==> src/rtl/servant_uart_rx.sv <==
// rtl/servant_uart_rx.sv - Wishbone-slave 8N1 UART receiver with receive FIFO and sticky error flags.
// Optional even-parity bit support is enabled by defining SERVANT_UART_RX_PARITY_EN.
module servant_uart_rx #(
  parameter int CLKS_PER_BIT = 278,
  parameter int FIFO_DEPTH   = 4
) (
  input  logic        wb_clk,
  input  logic        wb_rst_n,
  input  logic        i_wb_adr,
  input  logic [31:0] i_wb_dat,
  input  logic        i_wb_we,
  input  logic        i_wb_cyc,
  output logic [31:0] o_wb_rdt,
  output logic        o_wb_ack,
  input  logic        i_rx,
  output logic        o_irq
);

  localparam int TW = $clog2(CLKS_PER_BIT);
  localparam int AW = $clog2(FIFO_DEPTH);
  localparam int CW = AW + 1;
  localparam logic [TW-1:0] HALF_LOAD = TW'(CLKS_PER_BIT / 2 - 1);
  localparam logic [TW-1:0] FULL_LOAD = TW'(CLKS_PER_BIT - 1);

  typedef enum logic [2:0] {
    S_IDLE,
    S_START,
    S_DATA,
`ifdef SERVANT_UART_RX_PARITY_EN
    S_PARITY,
`endif
    S_STOP,
    S_BREAK
  } state_t;

  state_t          state_q, state_d;
  logic            rx_meta_q, rxs_q;
  logic [TW-1:0]   timer_q, timer_d;
  logic [2:0]      bit_idx_q, bit_idx_d;
  logic [7:0]      shift_q, shift_d;
  logic            push, ferr_set, sample;
  logic            ack_q, ferr_q, ovr_q, perr;

  logic [7:0]      mem_q [FIFO_DEPTH];
  logic [AW-1:0]   wr_ptr_q, rd_ptr_q;
  logic [CW-1:0]   count_q, count_d;
  logic            empty, full, pop, push_ok, ovr_set, clr;

  assign sample = (timer_q == '0);

`ifdef SERVANT_UART_RX_PARITY_EN
  logic perr_set, perr_q;
  assign perr = perr_q;
`else
  assign perr = 1'b0;
`endif

  always_comb begin
    state_d   = state_q;
    timer_d   = sample ? timer_q : timer_q - TW'(1);
    bit_idx_d = bit_idx_q;
    shift_d   = shift_q;
    push      = 1'b0;
    ferr_set  = 1'b0;
`ifdef SERVANT_UART_RX_PARITY_EN
    perr_set  = 1'b0;
`endif
    case (state_q)
      S_IDLE: if (!rxs_q) begin
        timer_d = HALF_LOAD;
        state_d = S_START;
      end
      S_START: if (sample) begin
        if (rxs_q) begin
          state_d = S_IDLE;
        end else begin
          timer_d   = FULL_LOAD;
          bit_idx_d = 3'd0;
          state_d   = S_DATA;
        end
      end
      S_DATA: if (sample) begin
        shift_d   = {rxs_q, shift_q[7:1]};
        bit_idx_d = bit_idx_q + 3'd1;
        timer_d   = FULL_LOAD;
        if (bit_idx_q == 3'd7) begin
`ifdef SERVANT_UART_RX_PARITY_EN
          state_d = S_PARITY;
`else
          state_d = S_STOP;
`endif
        end
      end
`ifdef SERVANT_UART_RX_PARITY_EN
      S_PARITY: if (sample) begin
        perr_set = ^{shift_q, rxs_q};
        timer_d  = FULL_LOAD;
        state_d  = S_STOP;
      end
`endif
      S_STOP: if (sample) begin
        if (rxs_q) begin
          push    = 1'b1;
          state_d = S_IDLE;
        end else begin
          ferr_set = 1'b1;
          state_d  = S_BREAK;
        end
      end
      S_BREAK: if (rxs_q) state_d = S_IDLE;
      default: state_d = S_IDLE;
    endcase
  end

  // Bus side effects (pop, flag clear) are taken in the ack cycle so they match the returned data.
  assign empty   = (count_q == '0);
  assign full    = (count_q == CW'(FIFO_DEPTH));
  assign pop     = ack_q & ~i_wb_we & ~i_wb_adr & ~empty;
  assign clr     = ack_q & i_wb_we & i_wb_adr;
  assign push_ok = push & (~full | pop);
  assign ovr_set = push & full & ~pop;

  always_comb begin
    count_d = count_q;
    case ({push_ok, pop})
      2'b10:   count_d = count_q + CW'(1);
      2'b01:   count_d = count_q - CW'(1);
      default: count_d = count_q;
    endcase
  end

  always_comb begin
    o_wb_rdt = '0;
    if (ack_q) begin
      if (i_wb_adr)
        o_wb_rdt = {16'h0, 8'(count_q), 3'b0, perr, ovr_q, ferr_q, full, ~empty};
      else if (!empty)
        o_wb_rdt = {24'h0, mem_q[rd_ptr_q]};
    end
  end

  assign o_wb_ack = ack_q;
  assign o_irq    = ~empty;

  always_ff @(posedge wb_clk or negedge wb_rst_n) begin
    if (!wb_rst_n) begin
      rx_meta_q <= 1'b1;
      rxs_q     <= 1'b1;
      state_q   <= S_IDLE;
      timer_q   <= '0;
      bit_idx_q <= '0;
      shift_q   <= '0;
      ack_q     <= 1'b0;
      ferr_q    <= 1'b0;
      ovr_q     <= 1'b0;
      wr_ptr_q  <= '0;
      rd_ptr_q  <= '0;
      count_q   <= '0;
    end else begin
      rx_meta_q <= i_rx;
      rxs_q     <= rx_meta_q;
      state_q   <= state_d;
      timer_q   <= timer_d;
      bit_idx_q <= bit_idx_d;
      shift_q   <= shift_d;
      ack_q     <= i_wb_cyc & ~ack_q;
      ferr_q    <= ferr_set | (ferr_q & ~(clr & i_wb_dat[2]));
      ovr_q     <= ovr_set | (ovr_q & ~(clr & i_wb_dat[3]));
      count_q   <= count_d;
      if (push_ok) wr_ptr_q <= wr_ptr_q + AW'(1);
      if (pop)     rd_ptr_q <= rd_ptr_q + AW'(1);
    end
  end

`ifdef SERVANT_UART_RX_PARITY_EN
  always_ff @(posedge wb_clk or negedge wb_rst_n) begin
    if (!wb_rst_n) perr_q <= 1'b0;
    else           perr_q <= perr_set | (perr_q & ~(clr & i_wb_dat[4]));
  end
  logic unused_dat;
  assign unused_dat = ^{i_wb_dat[31:5], i_wb_dat[1:0]};
`else
  logic unused_dat;
  assign unused_dat = ^{i_wb_dat[31:4], i_wb_dat[1:0]};
`endif

  always_ff @(posedge wb_clk) begin
    if (push_ok) mem_q[wr_ptr_q] <= shift_q;
  end

endmodule

==> config.mk <==
export PLATFORM = sky130hd
export DESIGN_NAME = servant_uart_rx
export DESIGN_NICKNAME = d
export VERILOG_FILES = /design/src/rtl/servant_uart_rx.sv
export SDC_FILE = /design/constraint.sdc
export NUM_CORES = 1
export LEC_CHECK = 0
export CAP_MARGIN = 10
export CORE_MARGIN = 5
export CORE_UTILIZATION = 55
export CTS_BUF_LIST = sky130_fd_sc_hd__clkbuf_8
export DETAILED_ROUTE_END_ITERATION = 8
export GPL_TIMING_DRIVEN = 1
export HOLD_SLACK_MARGIN = 0.05
export PLACE_DENSITY = 0.95
export SYNTH_ARGS = -nofsm -noshare
export SYNTH_HDL_FRONTEND = slang
export SYNTH_SLANG_ARGS = --single-unit
==> constraint.sdc <==
create_clock -name wb_clk -period 4.63 [get_ports wb_clk]
set_clock_uncertainty 0.15 [all_clocks]
set_input_delay 0.926 -clock wb_clk [delete_from_list [all_inputs] [get_ports wb_clk]]
set_output_delay 0.926 -clock wb_clk [all_outputs]
set_load 0.02 [all_outputs]
==> flow_metrics.env <==
export IMPL_place_gp_congestion=0.883
export IMPL_path_class="input port to primary output"
export IMPL_clock_latency_ns=0.33
export IMPL_cts_htree_levels=3
export IMPL_mappedNetlistArea_um2=3290
export IMPL_grt_pass1_vias=2062
export IMPL_postCtsSetupRepairBufs=0
export IMPL_antenna_found_initial=0
export IMPL_cp_max_fo=13
export IMPL_path_cells="clkdlybuf4s50_1 -> or2_2 -> nor2b_1 -> clkdlybuf4s50_1"
export IMPL_r2r_start="timer_q[0]"
export IMPL_syn_avg_cell_area_um2=13.1
export IMPL_cts_tree="done"
export IMPL_core_um2=5850
export IMPL_rows=28
export IMPL_num_antenna_cells=0
export IMPL_drc=0
export IMPL_postRouteAntennaNets=0
export IMPL_fin_nets=324
export IMPL_r2r_cells=11
export IMPL_ys_types=51
export IMPL_ioPinCount=72
export IMPL_power_density_nw_per_um2=380
export IMPL_dieWidth_um=87.3
export IMPL_power_leakage_nw=1.58
export IMPL_cp_startpoint="i_wb_adr"
export IMPL_max_stage_delay_ns=0.64
export IMPL_synth_most_common_cell="dfrtp_1"
export IMPL_nFillCells=394
export IMPL_drt_wl_total_um=6200
export IMPL_path_buf_inv=2
export IMPL_wl_per_cell_um=17.5
export IMPL_slew_headroom_pct=16.8
export IMPL_crit_path_start_kind="input port"
export IMPL_max_cap_violations=0
export IMPL_hp_class="register to register"
export IMPL_numCtsBuffers=9
export IMPL_vdd_ir_drop_max_v=0.000257
export IMPL_grt_pass1_wl_um=10400
export IMPL_synth_warning_count=0
export IMPL_holdBufCountCts=0
export IMPL_finalMaxSlewViolations=0
export IMPL_cts_clk_slew_worst_paths_ns=0.07
export IMPL_drive_gt1_share_pct=18.6
export IMPL_whs_ns=0.211
export IMPL_end_kind="primary output"
export IMPL_cp_num_cells=4
export IMPL_rsz0062_at_grt="false"
export IMPL_grt_overflow_total=0
export IMPL_synthFlopType="dfrtp_1"
export IMPL_synth_edf_count=32
export IMPL_final_min_clock_period_ns=3.89
export IMPL_cts_resized=0
export IMPL_async_flop_share_pct=52.2
export IMPL_r2r_slack_ns=1.36
export IMPL_synth_common_cells="dfrtp_1 (33), edfxtp_1 (32), buf_4 (21)"
export IMPL_cts_sinks=67
export IMPL_hold_violations=0
export IMPL_crit_arrival_ns=2.81
export IMPL_viasPerCell=5.65
export IMPL_period_share_pct=84.0
export IMPL_cts_buffer_depth=2
export IMPL_setup_viol=0
export IMPL_worst_slew_pin_slew_ns=1.24
export IMPL_vias=2004
export IMPL_outcome="completed"
export IMPL_worst_path_max_delay_cell="clkdlybuf4s50_1"
export IMPL_cpMostUsedCell="clkdlybuf4s50_1"
export IMPL_fin_setup_tns_ns=0
export IMPL_first_pass_iters=4
export IMPL_drt_iter0_drc=147
export IMPL_cp_required_ns=3.55
export IMPL_cts_root_buf="clkbuf_8"
export IMPL_synthTopCellsByArea="edfxtp_1 (29%), dfrtp_1 (25%), mux4_2 (5.5%)"
export IMPL_path_delay_family="buffers and inverters"
export IMPL_seq_area_frac_synth_pct=55.9
export IMPL_max_freq_mhz=257
export IMPL_grt_use_total_pct=18.3
export IMPL_initial_utilization_pct=56.2
export IMPL_syn_inst=251
export IMPL_crit_end="o_wb_rdt[5]"
export IMPL_port_buffers=20
export IMPL_die_y_um=87.3
export IMPL_area_growth_pct=12.4
export IMPL_yosys_area_top_type_share_pct=29.2
export IMPL_ys_ff_latch=67
export IMPL_dp_hpwl_um=4310
export IMPL_die_area_um2=7620
export IMPL_grt_max_degree=36
export IMPL_yosysTopAreaCell="edfxtp_1"
export IMPL_r2r_end="count_q[1]"
==> placed cells by master (no fill, tap or decap), drive strengths merged, types with 3 or more instances in the layout <==
| cell type | synthesis | routed |
|---|---|---|
| o21ai | 11 | 11 |
| nand4 | 5 | 5 |
| a21oi | 4 | 4 |
| inv | 12 | 12 |
| edfxtp | 32 | 32 |
| ha | 10 | 10 |
| and3 | 5 | 5 |
| mux2 | 10 | 10 |
| dfrtp | 33 | 33 |
| xnor2 | 4 | 4 |
| clkdlybuf4s50 | 0 | 20 |
| nor2b | 9 | 9 |
| nand3 | 5 | 5 |
| mux2i | 5 | 5 |
| a22oi | 3 | 3 |
| nand2 | 11 | 11 |
| mux4 | 8 | 8 |
| and2 | 4 | 4 |
| conb | 1 | 21 |
| clkbuf | 5 | 10 |
| nor2 | 17 | 17 |
| xor2 | 4 | 4 |
| o211ai | 3 | 3 |
==> final cells by class <==
| class | instances | area (um^2) | area share [%] |
|---|---|---|---|
| clock buffers | 10 | 138 | 3.73 |
| well taps | 75 | 93.8 | 2.54 |
| inverters | 12 | 47.5 | 1.29 |
| repair buffers | 22 | 215 | 5.82 |
| flip-flops and latches | 67 | 1840 | 49.8 |
| multi-input cells | 163 | 1270 | 34.4 |
| clock inverters | 6 | 88.8 | 2.40 |
==> where the power goes <==
group          internal [mW]  switching (mW)
logic                 0.0771          0.0760
clock network          0.318           0.223
registers              0.644          0.0671
total                   1.04           0.366
==> kinds of logic after synthesis <==
group | share of synthesized area, %
AND/OR/NAND/NOR | 12.2
flip-flops | 55.9
multiplexers | 10.5
adder cells (fa/ha/maj) | 4.41
AO/OA/AOI/OAI | 7.00
buffers and inverters | 7.65
other | 0.114
XOR/XNOR | 2.13
==> per-stage QoR <==
step                power (mW)  worst slack, ns  std cells  util, %  cell area, um^2
finish                    1.40            0.742        355     63.2             3690
detailed placement       0.878            0.734        339     59.3             3470
global route              1.47            0.665        355     63.2             3690
global placement         0.866            0.846        339     59.3             3470
CTS                       1.41            0.727        355     63.2             3690
floorplan                0.836             1.79        271        -             3360
==> metal layers <==
layer | routed length, um | track usage (%) | vias up | part of all wire, %
met5 | 0 | 0 | - | 0
met4 | 155 | 10.3 | 0 | 2.5
met3 | 394 | 3.69 | 15 | 6.4
met2 | 3200 | 30.5 | 73 | 52
met1 | 2450 | 22.2 | 1000 | 39
li1 | - | - | 916 | -
==> how the worst min path moves through the flow <==
stage	start	to	slack, ns	depth (start not counted)
CTS	rx_meta_q	rxs_q	0.21	0
floorplan	rx_meta_q	rxs_q	0.20	0
global route	rx_meta_q	rxs_q	0.22	0
finish	rx_meta_q	rxs_q	0.21	0
global placement	rx_meta_q	rxs_q	0.20	0
detailed placement	rx_meta_q	rxs_q	0.20	0
==> registers in the layout, indices dropped and copies added, names as in the netlist <==
signal     count
shift_q        8
count_q        3
timer_q        9
bit_idx_q      3
rx_meta_q      1
mem_q         32
rxs_q          1
rd_ptr_q       2
ovr_q          1
wr_ptr_q       2
o_wb_ack       1
state_q        3
ferr_q         1
==> worst reg2reg max path, delay by kind of cell (launching register included) <==
family                   cells  cell delay (ns)
buffers and inverters        4             0.41
AND/OR/NAND/NOR              2             0.73
flip-flops                   1             0.42
AO/OA/AOI/OAI                2             0.60
adder cells (fa/ha/maj)      3             0.90
(Power assumes the default switching activity.)
